===== src/rtl/writeback_stage_pkg.sv =====
// Shared encodings for the writeback stage: result-source select and load funct3 codes.
package writeback_stage_pkg;
    localparam int XLEN_DEF = 32;

    typedef enum logic [1:0] {
        RES_ALU = 2'b00,
        RES_MEM = 2'b01,
        RES_PC4 = 2'b10,
        RES_IMM = 2'b11
    } result_src_e;

    localparam logic [2:0] F3_LB  = 3'b000;
    localparam logic [2:0] F3_LH  = 3'b001;
    localparam logic [2:0] F3_LW  = 3'b010;
    localparam logic [2:0] F3_LBU = 3'b100;
    localparam logic [2:0] F3_LHU = 3'b101;
endpackage


===== src/rtl/writeback_stage_if.sv =====
// MEM->WB instruction bus plus the register-file write port toward decode.
interface writeback_stage_if
    import writeback_stage_pkg::*;
#(
    parameter int XLEN = XLEN_DEF
);
    logic            mem_valid;
    logic [XLEN-1:0] mem_alu_result;
    logic [XLEN-1:0] mem_read_data;
    logic [XLEN-1:0] mem_pc_plus4;
    logic [XLEN-1:0] mem_imm;
    logic [4:0]      mem_rd;
    logic            mem_reg_write;
    logic [1:0]      mem_result_src;
    logic [2:0]      mem_funct3;

    logic [4:0]      wb_rd;
    logic [XLEN-1:0] wb_write_data;
    logic            wb_reg_write;
    logic            wb_valid;
    logic            wb_load_fault;

    modport master (
        output mem_valid, mem_alu_result, mem_read_data, mem_pc_plus4, mem_imm,
               mem_rd, mem_reg_write, mem_result_src, mem_funct3,
        input  wb_rd, wb_write_data, wb_reg_write, wb_valid, wb_load_fault
    );

    modport slave (
        input  mem_valid, mem_alu_result, mem_read_data, mem_pc_plus4, mem_imm,
               mem_rd, mem_reg_write, mem_result_src, mem_funct3,
        output wb_rd, wb_write_data, wb_reg_write, wb_valid, wb_load_fault
    );
endinterface


===== src/rtl/writeback_stage_load_formatter.sv =====
// Extracts and extends a byte/halfword/word from an aligned load word; flags reserved funct3.
module load_formatter
    import writeback_stage_pkg::*;
#(
    parameter int XLEN = XLEN_DEF
) (
    input  logic [XLEN-1:0] read_data,
    input  logic [1:0]      off,
    input  logic [2:0]      funct3,
    output logic [XLEN-1:0] data,
    output logic            fault
);
    logic [7:0]  byte_sel;
    logic [15:0] half_sel;

    // Halfword lane uses only off[1]; misalignment is rejected before this stage.
    assign byte_sel = read_data[{off, 3'b000} +: 8];
    assign half_sel = read_data[{off[1], 4'b0000} +: 16];

    always_comb begin
        data  = read_data;
        fault = 1'b0;
        case (funct3)
            F3_LB:   data = {{(XLEN-8){byte_sel[7]}}, byte_sel};
            F3_LH:   data = {{(XLEN-16){half_sel[15]}}, half_sel};
            F3_LW:   data = read_data;
            F3_LBU:  data = {{(XLEN-8){1'b0}}, byte_sel};
            F3_LHU:  data = {{(XLEN-16){1'b0}}, half_sel};
            default: fault = 1'b1;
        endcase
    end
endmodule


===== src/rtl/writeback_stage.sv =====
// Final pipeline stage: MEM/WB register, result select, x0 suppression and retire counter.
module writeback_stage
    import writeback_stage_pkg::*;
#(
    parameter int XLEN  = XLEN_DEF,
    parameter int CNT_W = 32
) (
    input  logic              clk,
    input  logic              rst,
    writeback_stage_if.slave  bus,
    input  logic              stall,
    input  logic              flush,
    output logic [CNT_W-1:0]  retire_count
);
    typedef struct packed {
        logic            valid;
        logic [XLEN-1:0] alu_result;
        logic [XLEN-1:0] read_data;
        logic [XLEN-1:0] pc_plus4;
        logic [XLEN-1:0] imm;
        logic [4:0]      rd;
        logic            reg_write;
        result_src_e     result_src;
        logic [2:0]      funct3;
    } mw_t;

    localparam logic [CNT_W-1:0] CNT_ONE = 1;

    mw_t             mw_q, mw_d;
    logic [CNT_W-1:0] cnt_q, cnt_d;
    logic [XLEN-1:0] ld_data;
    logic            ld_fault;

    always_comb begin
        mw_d = mw_q;
        if (flush) begin
            mw_d = '0;
        end else if (!stall) begin
            mw_d.valid      = bus.mem_valid;
            mw_d.alu_result = bus.mem_alu_result;
            mw_d.read_data  = bus.mem_read_data;
            mw_d.pc_plus4   = bus.mem_pc_plus4;
            mw_d.imm        = bus.mem_imm;
            mw_d.rd         = bus.mem_rd;
            mw_d.reg_write  = bus.mem_reg_write;
            mw_d.result_src = result_src_e'(bus.mem_result_src);
            mw_d.funct3     = bus.mem_funct3;
        end
    end

    // An instruction retires on the edge it leaves WB, so a stalled one counts once.
    always_comb begin
        cnt_d = cnt_q;
        if (mw_q.valid && (!stall || flush))
            cnt_d = cnt_q + CNT_ONE;
    end

    always_ff @(posedge clk or posedge rst) begin
        if (rst) begin
            mw_q  <= '0;
            cnt_q <= '0;
        end else begin
            mw_q  <= mw_d;
            cnt_q <= cnt_d;
        end
    end

    load_formatter #(.XLEN(XLEN)) u_fmt (
        .read_data (mw_q.read_data),
        .off       (mw_q.alu_result[1:0]),
        .funct3    (mw_q.funct3),
        .data      (ld_data),
        .fault     (ld_fault)
    );

    always_comb begin
        bus.wb_write_data = mw_q.alu_result;
        case (mw_q.result_src)
            RES_ALU: bus.wb_write_data = mw_q.alu_result;
            RES_MEM: bus.wb_write_data = ld_data;
            RES_PC4: bus.wb_write_data = mw_q.pc_plus4;
            RES_IMM: bus.wb_write_data = mw_q.imm;
            default: bus.wb_write_data = mw_q.alu_result;
        endcase
    end

    assign bus.wb_rd         = mw_q.rd;
    assign bus.wb_valid      = mw_q.valid;
    assign bus.wb_reg_write  = mw_q.valid & mw_q.reg_write & (mw_q.rd != 5'd0);
    assign bus.wb_load_fault = mw_q.valid & (mw_q.result_src == RES_MEM) & ld_fault;
    assign retire_count      = cnt_q;
endmodule

===== src/flat_wrapper.sv =====
// flat-port wrapper written by rule: the top's interface ports become plain ports
module writeback_stage_flat import writeback_stage_pkg::*;
#(
    parameter int XLEN  = XLEN_DEF,
    parameter int CNT_W = 32
)
  (clk, rst, stall, flush, retire_count, bus_mem_valid, bus_mem_alu_result, bus_mem_read_data, bus_mem_pc_plus4, bus_mem_imm, bus_mem_rd, bus_mem_reg_write, bus_mem_result_src, bus_mem_funct3, bus_wb_rd, bus_wb_write_data, bus_wb_reg_write, bus_wb_valid, bus_wb_load_fault);
  writeback_stage_if #(.XLEN(XLEN)) bus_i ();
  input  logic clk;
  input  logic rst;
  input  logic stall;
  input  logic flush;
  output logic [CNT_W-1:0] retire_count;
  input wire logic [$bits(bus_i.mem_valid)-1:0] bus_mem_valid;
  input wire logic [$bits(bus_i.mem_alu_result)-1:0] bus_mem_alu_result;
  input wire logic [$bits(bus_i.mem_read_data)-1:0] bus_mem_read_data;
  input wire logic [$bits(bus_i.mem_pc_plus4)-1:0] bus_mem_pc_plus4;
  input wire logic [$bits(bus_i.mem_imm)-1:0] bus_mem_imm;
  input wire logic [$bits(bus_i.mem_rd)-1:0] bus_mem_rd;
  input wire logic [$bits(bus_i.mem_reg_write)-1:0] bus_mem_reg_write;
  input wire logic [$bits(bus_i.mem_result_src)-1:0] bus_mem_result_src;
  input wire logic [$bits(bus_i.mem_funct3)-1:0] bus_mem_funct3;
  output wire logic [$bits(bus_i.wb_rd)-1:0] bus_wb_rd;
  output wire logic [$bits(bus_i.wb_write_data)-1:0] bus_wb_write_data;
  output wire logic [$bits(bus_i.wb_reg_write)-1:0] bus_wb_reg_write;
  output wire logic [$bits(bus_i.wb_valid)-1:0] bus_wb_valid;
  output wire logic [$bits(bus_i.wb_load_fault)-1:0] bus_wb_load_fault;
  assign bus_i.mem_valid = bus_mem_valid;
  assign bus_i.mem_alu_result = bus_mem_alu_result;
  assign bus_i.mem_read_data = bus_mem_read_data;
  assign bus_i.mem_pc_plus4 = bus_mem_pc_plus4;
  assign bus_i.mem_imm = bus_mem_imm;
  assign bus_i.mem_rd = bus_mem_rd;
  assign bus_i.mem_reg_write = bus_mem_reg_write;
  assign bus_i.mem_result_src = bus_mem_result_src;
  assign bus_i.mem_funct3 = bus_mem_funct3;
  assign bus_wb_rd = bus_i.wb_rd;
  assign bus_wb_write_data = bus_i.wb_write_data;
  assign bus_wb_reg_write = bus_i.wb_reg_write;
  assign bus_wb_valid = bus_i.wb_valid;
  assign bus_wb_load_fault = bus_i.wb_load_fault;
  writeback_stage #(.XLEN(XLEN), .CNT_W(CNT_W)) u_core (.clk(clk), .rst(rst), .bus(bus_i), .stall(stall), .flush(flush), .retire_count(retire_count));
endmodule

===== config.mk =====
export PLATFORM = sky130hd
export DESIGN_NAME = writeback_stage_flat
export DESIGN_NICKNAME = d
export VERILOG_FILES = /design/src/rtl/writeback_stage_pkg.sv /design/src/rtl/writeback_stage_if.sv /design/src/rtl/writeback_stage_load_formatter.sv /design/src/rtl/writeback_stage.sv /design/src/flat_wrapper.sv
export SDC_FILE = /design/constraint.sdc
export NUM_CORES = 1
export LEC_CHECK = 0
export BUFFER_PORTS_ARGS = -buffer_cell sky130_fd_sc_hd__buf_2
export CELL_PAD_IN_SITES_DETAIL_PLACEMENT = 0
export CELL_PAD_IN_SITES_GLOBAL_PLACEMENT = 1
export CORE_UTILIZATION = 37
export DETAILED_ROUTE_END_ITERATION = 10
export GPL_ROUTABILITY_DRIVEN = 0
export PLACE_DENSITY_LB_ADDON = 0.25
export SLEW_MARGIN = 40
export SYNTH_ARGS = -nofsm -noshare
export SYNTH_HDL_FRONTEND = slang
export SYNTH_SLANG_ARGS = --single-unit

===== constraint.sdc =====
create_clock -name clk -period 5.35 [get_ports clk]
set_input_delay 1.07 -clock clk [delete_from_list [all_inputs] [get_ports clk]]
set_output_delay 1.07 -clock clk [all_outputs]
set_load 0.005 [all_outputs]

==> results by group, run 1 <==
Floorplan
  • Die X: ~160 µm
  • Initial Util: 0.381
  • Boundary pin count: ~220
  • Die area: approximately 24,000 µm²
  • CORE AREA: 22,900 µm²
  • Die height: about 160 µm
  • # rows: 55

Finish
  • Commonest non-fill, non-tap cells in the layout: 213 x buf_2, 181 x nor2_1, 170 x dfrtp_1
  • Layout cell share with drive strength beyond 1: 0.265
  • Most common cell after layout, fill and taps aside: buf_2
  • Area Overhead vs Synth: 21.4%
  • Post-route cell area: around 11,000 µm²
  • Seq. cell area: approximately 4300 µm²
  • Area of the multi-input gates: ~4000 µm²
  • FILL cells: ~2,200
  • Nets: between 1,000 and 1,500
  • Final Non-Filler Cells: around 1,400

Yosys
  • Async SR Flop Fraction: 1.00
  • Sequential area share after synthesis: 0.492
  • Synth cell types: 53
  • Mapped Nets: 999
  • Main synth FF type: dfrtp_1
  • Yosys warns: 0
  • Mapped Cells: 854
  • Post-Syn Area: about 8700 µm²
  • Mean area per synthesized cell: 10.2 µm²
  • Post-synth EDFFs: 0
  • Register bit total from synthesis: 172

GRT
  • Initial antenna violation count: 10
  • First-pass GRT wire length: approximately 39,000 µm
  • Vias in the first global route: around 6,700
  • Largest net degree at the start of global routing: between 70 and 80
  • GRT overflow: 0
  • Overall Global Routing Usage: 0.214

Timing
  • Final hold vios: 0
  • PnR worst setup slack: between 1 and 1.5 ns
  • F_max: 252 MHz
  • Worst rel slew slack: 0.490
  • Fin crit share: 0.741
  • Setup Viol. Count Final: 0
  • RSZ-0062 raised after global routing: no
  • Crit path time final: a little under 4 ns
  • Pins over their slew limit: 0
  • Slew @ Worst Pin: about 0.77 ns
  • Clk_skew: ~0.008 ns
  • Setup TNS: 0 ns

Clock network
  • CTS tree: built
  • # H-tree levels: 4
  • Number of buffers created by CTS: 17
  • Clk root buf: clkbuf_16
  • Clk_lat worst skew: approximately 0.44 ns
  • Number of gates resized after cts: 0
  • Count of hold-fix buffers inserted at cts: 0
  • Clock transition at path regs: ~0.070 ns
  • Total clock sinks: around 170
  • Post-CTS Setup Bufs: 0
  • Clock buffer depth: 2

Routing
  • ANT nets after route: 0
  • DRT iter0 DRCs: 421
  • Vias/cell: 5.00
  • Drt first pass iters: 4
  • DR DRC count: 0
  • Wire per inst: between 15 and 20 µm
  • DR vias: just under 7,000
  • Routed WL: approximately 25,000 µm

Power
  • Overall Power: between 3000 and 4000 µW
  • Leak pwr: approximately 0.0054 µW
  • Power Density: just under 300 nW/µm²
  • VDD IR max: 0.182 mV

Worst setup path
  • Critical path type: flip-flop to output pin
  • Critical Path Source Type: flip-flop
  • CP endpoint kind: output pin
  • Crit Path Max Fanout: 24
  • Req. time, crit path: roughly 4.3 ns
  • Critical Path AT: 2.89 ns

Placed design
  • Dpl ws: between 1.5 and 2 ns
  • DP HPWL: 17,800 µm
  • Cell area after placement: about 10,000 µm²
  • Placed Instances: around 1,300
  • Port bufs: ~220

Run status
  • Status: finished clean

Worst hold path
  • Worst hold path class: flip-flop to flip-flop

Flow run
  • Maxcap violations: 0
-- layer usage --
layer / global-route usage / routed length [µm]
met5: 0 / 41
met4: 0.0616 / 360
met3: 0.0572 / 1390
met2: 0.334 / 11900
met1: 0.292 / 11400
-- kinds of logic (layout without fill, tap and decap cells) --
family,count (synthesis),in the layout,synth area share
AND/OR/NAND/NOR,317,317,0.171
flip-flops,172,172,0.492
multiplexers,167,167,0.193
AO/OA/AOI/OAI,85,85,0.0693
buffers and inverters,81,271,0.0418
XOR/XNOR,31,31,0.0311
adder cells (fa/ha/maj),1,1,0.00143
other,0,5,0
-- state kept, by name (all words and copies together), names as in the netlist --
register and flops:
u_core.mw_q 134, u_core.bus.wb_rd 5, u_core.retire_count 32, u_core.bus.wb_valid 1
-- final cells by class --
| class | count | share of cell area |
|---|---|---|
| flip-flops and latches | 172 | 0.406 |
| multi-input cells | 601 | 0.385 |
| repair buffers | 225 | 0.111 |
| clock buffers | 17 | 0.0401 |
| well taps | 313 | 0.0369 |
| clock inverters | 14 | 0.0151 |
| inverters | 15 | 0.00566 |
| diodes | 5 | 0.00118 |
-- synth_stat cells (all sizes together) (2+ instances only) --
library cell  instances  area share
nor2                181       0.078
dfrtp               172        0.49
mux2i               163        0.19
nand2                48       0.021
clkbuf               37       0.016
buf                  29       0.019
o21ai                24       0.014
xor2                 23       0.023
nand2b               22       0.016
a21oi                17      0.0097
a221o                16       0.018
inv                  15      0.0064
o2111ai              14       0.014
nor4                 13       0.014
nor3                 10      0.0086
nand3                 8      0.0046
or3                   8      0.0057
xnor2                 8      0.0080
nor2b                 7      0.0050
nor3b                 5      0.0049
and4                  3      0.0030
mux2                  3      0.0039
nand4                 3      0.0029
o22ai                 3      0.0021
a221oi                2      0.0027
and3                  2      0.0014
o211ai                2      0.0017
or2                   2      0.0014
-- worst max-delay path, cell delays in order, from the launching register on --
cell and delay, ns:
dfrtp_1 0.84, mux4_2 0.41, nand2b_1 0.11, a221oi_4 0.64, a221o_1 0.31, buf_2 0.14
-- per-stage QoR --
| step | hold slack [ns] | util |
|---|---|---|
| finish | 0.482 | 0.463 |
| floorplan | 0.465 | - |
| global route | 0.515 | 0.463 |
| global placement | 0.454 | 0.436 |
| detailed placement | 0.475 | 0.437 |
| CTS | 0.489 | 0.462 |
-- worst paths after layout --
kind	from	endpoint	slack, ns	cells past startpoint
hold / removal	u_core.retire_count[31]	u_core.retire_count[31]	0.48	1
min in group asynchronous	rst	u_core.mw_q[128]	0.62	2
setup reg to reg	u_core.retire_count[2]	u_core.retire_count[28]	3.40	4
setup / recovery	u_core.mw_q[108]	bus_wb_write_data[17]	1.39	5
max in group asynchronous	rst	u_core.mw_q[4]	3.86	3
hold reg to reg	u_core.retire_count[31]	u_core.retire_count[31]	0.48	1
-- where the power goes --
group | internal, µW | switching [µW] | total [µW] | leakage (µW)
combinational | 199 | 237 | 436 | 0.00287
sequential | 1380 | 79.0 | 1460 | 0.00226
clock | 697 | 560 | 1260 | 0.000284
total | 2270 | 876 | 3150 | 0.00541
Note: power is estimated with default switching activity, not from simulation.
==> inputs of run 2 (changes only) <==
--- a/config.mk
+++ b/config.mk
@@ -5,10 +5,11 @@
 export SDC_FILE = /design/constraint.sdc
 export NUM_CORES = 1
 export LEC_CHECK = 0
+export ABC_AREA = 1
 export BUFFER_PORTS_ARGS = -buffer_cell sky130_fd_sc_hd__buf_2
 export CELL_PAD_IN_SITES_DETAIL_PLACEMENT = 0
 export CELL_PAD_IN_SITES_GLOBAL_PLACEMENT = 1
-export CORE_UTILIZATION = 37
+export CORE_UTILIZATION = 35
 export DETAILED_ROUTE_END_ITERATION = 10
 export GPL_ROUTABILITY_DRIVEN = 0
 export PLACE_DENSITY_LB_ADDON = 0.25
==> constraint.sdc (replaced) <==
create_clock -name clk -period 3.5 [get_ports clk]
set_input_delay 0.7 -clock clk [delete_from_list [all_inputs] [get_ports clk]]
set_output_delay 0.7 -clock clk [all_outputs]
set_load 0.005 [all_outputs]
==> run 2 against run 1 <==
Compared with the run above: cell count is 20% higher; sequential cell count unchanged; global-route usage up 1.6 points; largest cell class unchanged; largest power group unchanged; highest routed layer unchanged.
==> results by group, run 2 <==
GRT
  • GRT overflow: 0 (unchanged)
  • First-pass GRT wire length: 45,200 µm (was 39,200 µm)
  • Largest net degree at the start of global routing: 111 (was 76)
  • Overall Global Routing Usage: 0.230 (was 0.214)
  • Vias in the first global route: 7,970 (was 6,713)
  • Initial antenna violation count: 11 (was 10)

Routing
  • Drt first pass iters: 5 (was 4)
  • DR vias: 8,082 (was 6,816)
  • Routed WL: 28,500 µm (was 25,100 µm)
  • Wire per inst: 17.5 µm (was 18.4 µm)
  • DRT iter0 DRCs: 572 (was 421)
  • Vias/cell: 4.96 (was 5.00)
  • ANT nets after route: 0 (unchanged)
  • DR DRC count: 0 (unchanged)

Yosys
  • Post-Syn Area: 8710 µm² (was 8740 µm²)
  • Post-synth EDFFs: 0 (unchanged)
  • Yosys warns: 0 (unchanged)
  • Mean area per synthesized cell: 7.89 µm² (was 10.2 µm²)
  • Xor and xnor area share after synthesis: 0.0211 (was 0.0311)
  • Mapped Cells: 1,104 (was 854)
  • Sequential area share after synthesis: 0.494 (was 0.492)
  • Mapped Nets: 1,249 (was 999)
  • Synth cell types: 35 (was 53)
  • Synth area leaders: dfrtp_1 49%, o21ai_0 8.2%, nand2_1 7.3% (was dfrtp_1 49%, mux2i_1 19%, nor2_1 7.8%)
  • Count leader, synth: dfrtp_1 (was nor2_1)
  • Synth top area share: 0.494 (was 0.492)
  • Multiplexer share of the synthesized area: 0 (was 0.193)
  • Async SR Flop Fraction: 1.00 (unchanged)
  • Largest family of logic cells by synthesized area: simple AND/OR/NAND/NOR gates (was multiplexers)
  • Post-Synth Simple-Gate Area: 0.239 (was 0.171)
  • Main synth FF type: dfrtp_1 (unchanged)
  • Commonest cells post-synth: 172 x dfrtp_1, 170 x nand2_1, 143 x o21ai_0 (was 181 x nor2_1, 172 x dfrtp_1, 163 x mux2i_1)
  • Register bit total from synthesis: 172 (unchanged)
  • Largest area contributor in the netlist: dfrtp_1 (unchanged)
  • Synth Area in Adders: 0.00144 (was 0.00143)
  • Synth Area in Compound Gates: 0.151 (was 0.0693)

Finish
  • Commonest non-fill, non-tap cells in the layout: 215 x buf_2, 172 x dfrtp_1, 170 x nand2_1 (was 213 x buf_2, 181 x nor2_1, 170 x dfrtp_1)
  • Layout cell share with drive strength beyond 1: 0.223 (was 0.265)
  • Final Core Density: 0.439 (was 0.463)
  • Biggest register: u_core.mw_q (unchanged)
  • Nets: 1,429 (was 1,177)
  • Most common cell after layout, fill and taps aside: buf_2 (unchanged)
  • Seq. cell area: 4300 µm² (was 4310 µm²)
  • Area of the multi-input gates: 3610 µm² (was 4090 µm²)
  • Max FFs per register: 134 (unchanged)
  • Area Overhead vs Synth: 23.0% (was 21.4%)
  • Final Non-Filler Cells: 1,628 (was 1,362)
  • FILL cells: 2,615 (was 2,246)

Clock network
  • Post-CTS Setup Bufs: 0 (unchanged)
  • Clock buffer depth: 2 (unchanged)
  • Number of buffers created by CTS: 17 (unchanged)
  • Clk_lat worst skew: 0.43 ns (was 0.44 ns)
  • Clock transition at path regs: 0.07 ns (about the same)
  • CTS tree: built (unchanged)
  • Number of gates resized after cts: 0 (unchanged)
  • Clk root buf: clkbuf_16 (unchanged)
  • Count of hold-fix buffers inserted at cts: 0 (unchanged)
  • Total clock sinks: 172 (unchanged)
  • # H-tree levels: 4 (unchanged)

Floorplan
  • Initial Util: 0.357 (was 0.381)
  • # rows: 57 (was 55)
  • Die area: 25,500 µm² (was 24,200 µm²)
  • CORE AREA: 24,400 µm² (was 22,900 µm²)
  • Die height: 160 µm (was 156 µm)
  • Die X: 160 µm (was 156 µm)
  • Boundary pin count: 216 (unchanged)

Power
  • VDD IR max: 0.198 mV (was 0.182 mV)
  • Power Density: 460 nW/µm² (was 297 nW/µm²)
  • Leak pwr: 0.00522 µW (was 0.00541 µW)
  • Overall Power: 4930 µW (was 3150 µW)

Worst setup path
  • Req. time, crit path: 2.80 ns (was 4.28 ns)
  • Crit Path Max Fanout: 19 (was 24)
  • CP endpoint kind: output pin (unchanged)
  • Critical path type: flip-flop to output pin (unchanged)
  • Critical Path AT: 2.40 ns (was 2.89 ns)
  • Worst R2R Path Depth: 7 (was 4)
  • R2R setup slack: 1.92 ns (was 3.40 ns)
  • Critical Path Source Type: flip-flop (unchanged)
  • R2R Path End: u_core.retire_count[19] (was u_core.retire_count[28])
  • RR Startpoint: u_core.bus.wb_valid (was u_core.retire_count[2])

Timing
  • Fin crit share: 0.886
  • Crit path time final: 3.10 ns
  • Worst rel slew slack: 0.446 (was 0.490)
  • Clk_skew: 0.00813 ns (was 0.00802 ns)
  • F_max: roughly 320 MHz
  • Slew @ Worst Pin: 0.809 ns (was 0.766 ns)
  • Final hold vios: 0 (unchanged)
  • Pins over their slew limit: 0 (unchanged)
  • Setup Viol. Count Final: 0 (unchanged)
  • RSZ-0062 raised after global routing: no (unchanged)
  • Setup TNS: 0 ns (unchanged)

Placed design
  • Port bufs: 215 (unchanged)
  • Placed Instances: 1,589 (was 1,326)
  • DP HPWL: 20,400 µm (was 17,800 µm)

Flow run
  • Maxcap violations: 0 (unchanged)

Run status
  • Status: finished clean (unchanged)

Worst hold path
  • Worst hold path class: input port to async pin (was flip-flop to flip-flop)
run 2: cell types whose count changed after synthesis, moves of 27 or more:
cell	previous run	this run
inv_1	15	128
mux2i_1	163	0
nand2_1	48	170
nand3_1	8	127
nand3b_1	1	28
nor2_1	181	108
o21ai_0	24	143
o22ai_1	3	30
run 2: worst max-delay path by stage:
stage | from | to | slack [ns]
5_1_grt | u_core.mw_q[3] | bus_wb_write_data[27] | 0.29
3_3_place_gp | u_core.mw_q[3] | bus_wb_write_data[27] | 0.86
4_1_cts | u_core.mw_q[3] | bus_wb_write_data[27] | 0.37
2_1_floorplan | rst | u_core.bus.wb_rd[0] | 0.60
3_5_place_dp | u_core.mw_q[3] | bus_wb_write_data[27] | 0.85
6_report | u_core.mw_q[3] | bus_wb_write_data[27] | 0.40
run 2: metal layers:
metal | vias up | track usage | part of all wire
met2 | 217 | 0.359 | 0.46
li1 | 3980 | - | -
met3 | 33 | 0.0587 | 0.064
met4 | 8 | 0.0660 | 0.013
met1 | 3844 | 0.315 | 0.46
met5 | - | 0 | 0.0017
run 2: per-stage QoR:
| step | hold WS, ns | setup slack [ns] | area, µm² |
|---|---|---|---|
| floorplan | 0.475 | 0.603 | 8710 |
| global placement | 0.492 | 0.865 | 10100 |
| detailed placement | 0.501 | 0.853 | 10100 |
| CTS | 0.414 | 0.372 | 10700 |
| global route | 0.406 | 0.292 | 10700 |
| finish | 0.379 | 0.400 | 10700 |
run 2: cell type report:
class                      instances  share of cell area
timing repair buffer             232               0.116
sequential                       172               0.402
clock inverter                    13              0.0164
clock buffer                      19              0.0423
antenna                            7             0.00164
inverter                         133              0.0474
tap                              324              0.0378
multi-input combinational        728               0.337
run 2: kinds of logic (layout without fill, tap and decap cells):
family                   after synthesis  in the layout
adder cells (fa/ha/maj)                1              1
flip-flops                           172            172
buffers and inverters                204            397
XOR/XNOR                              21             21
AND/OR/NAND/NOR                      460            460
AO/OA/AOI/OAI                        246            246
other                                  0              7
run 2: critical path: stages, from the launching register on:
cell and delay, ns:
dfrtp_1 0.43, inv_1 0.09, nand2_1 0.48, buf_4 0.41, o22ai_1 0.28, nand3b_1 0.17
buf_2 0.11
run 2: power by group:
group          internal, µW  total (µW)  switching (µW)
sequential             2110        2180            76.2
combinational           252         691             438
clock                  1180        2050             872
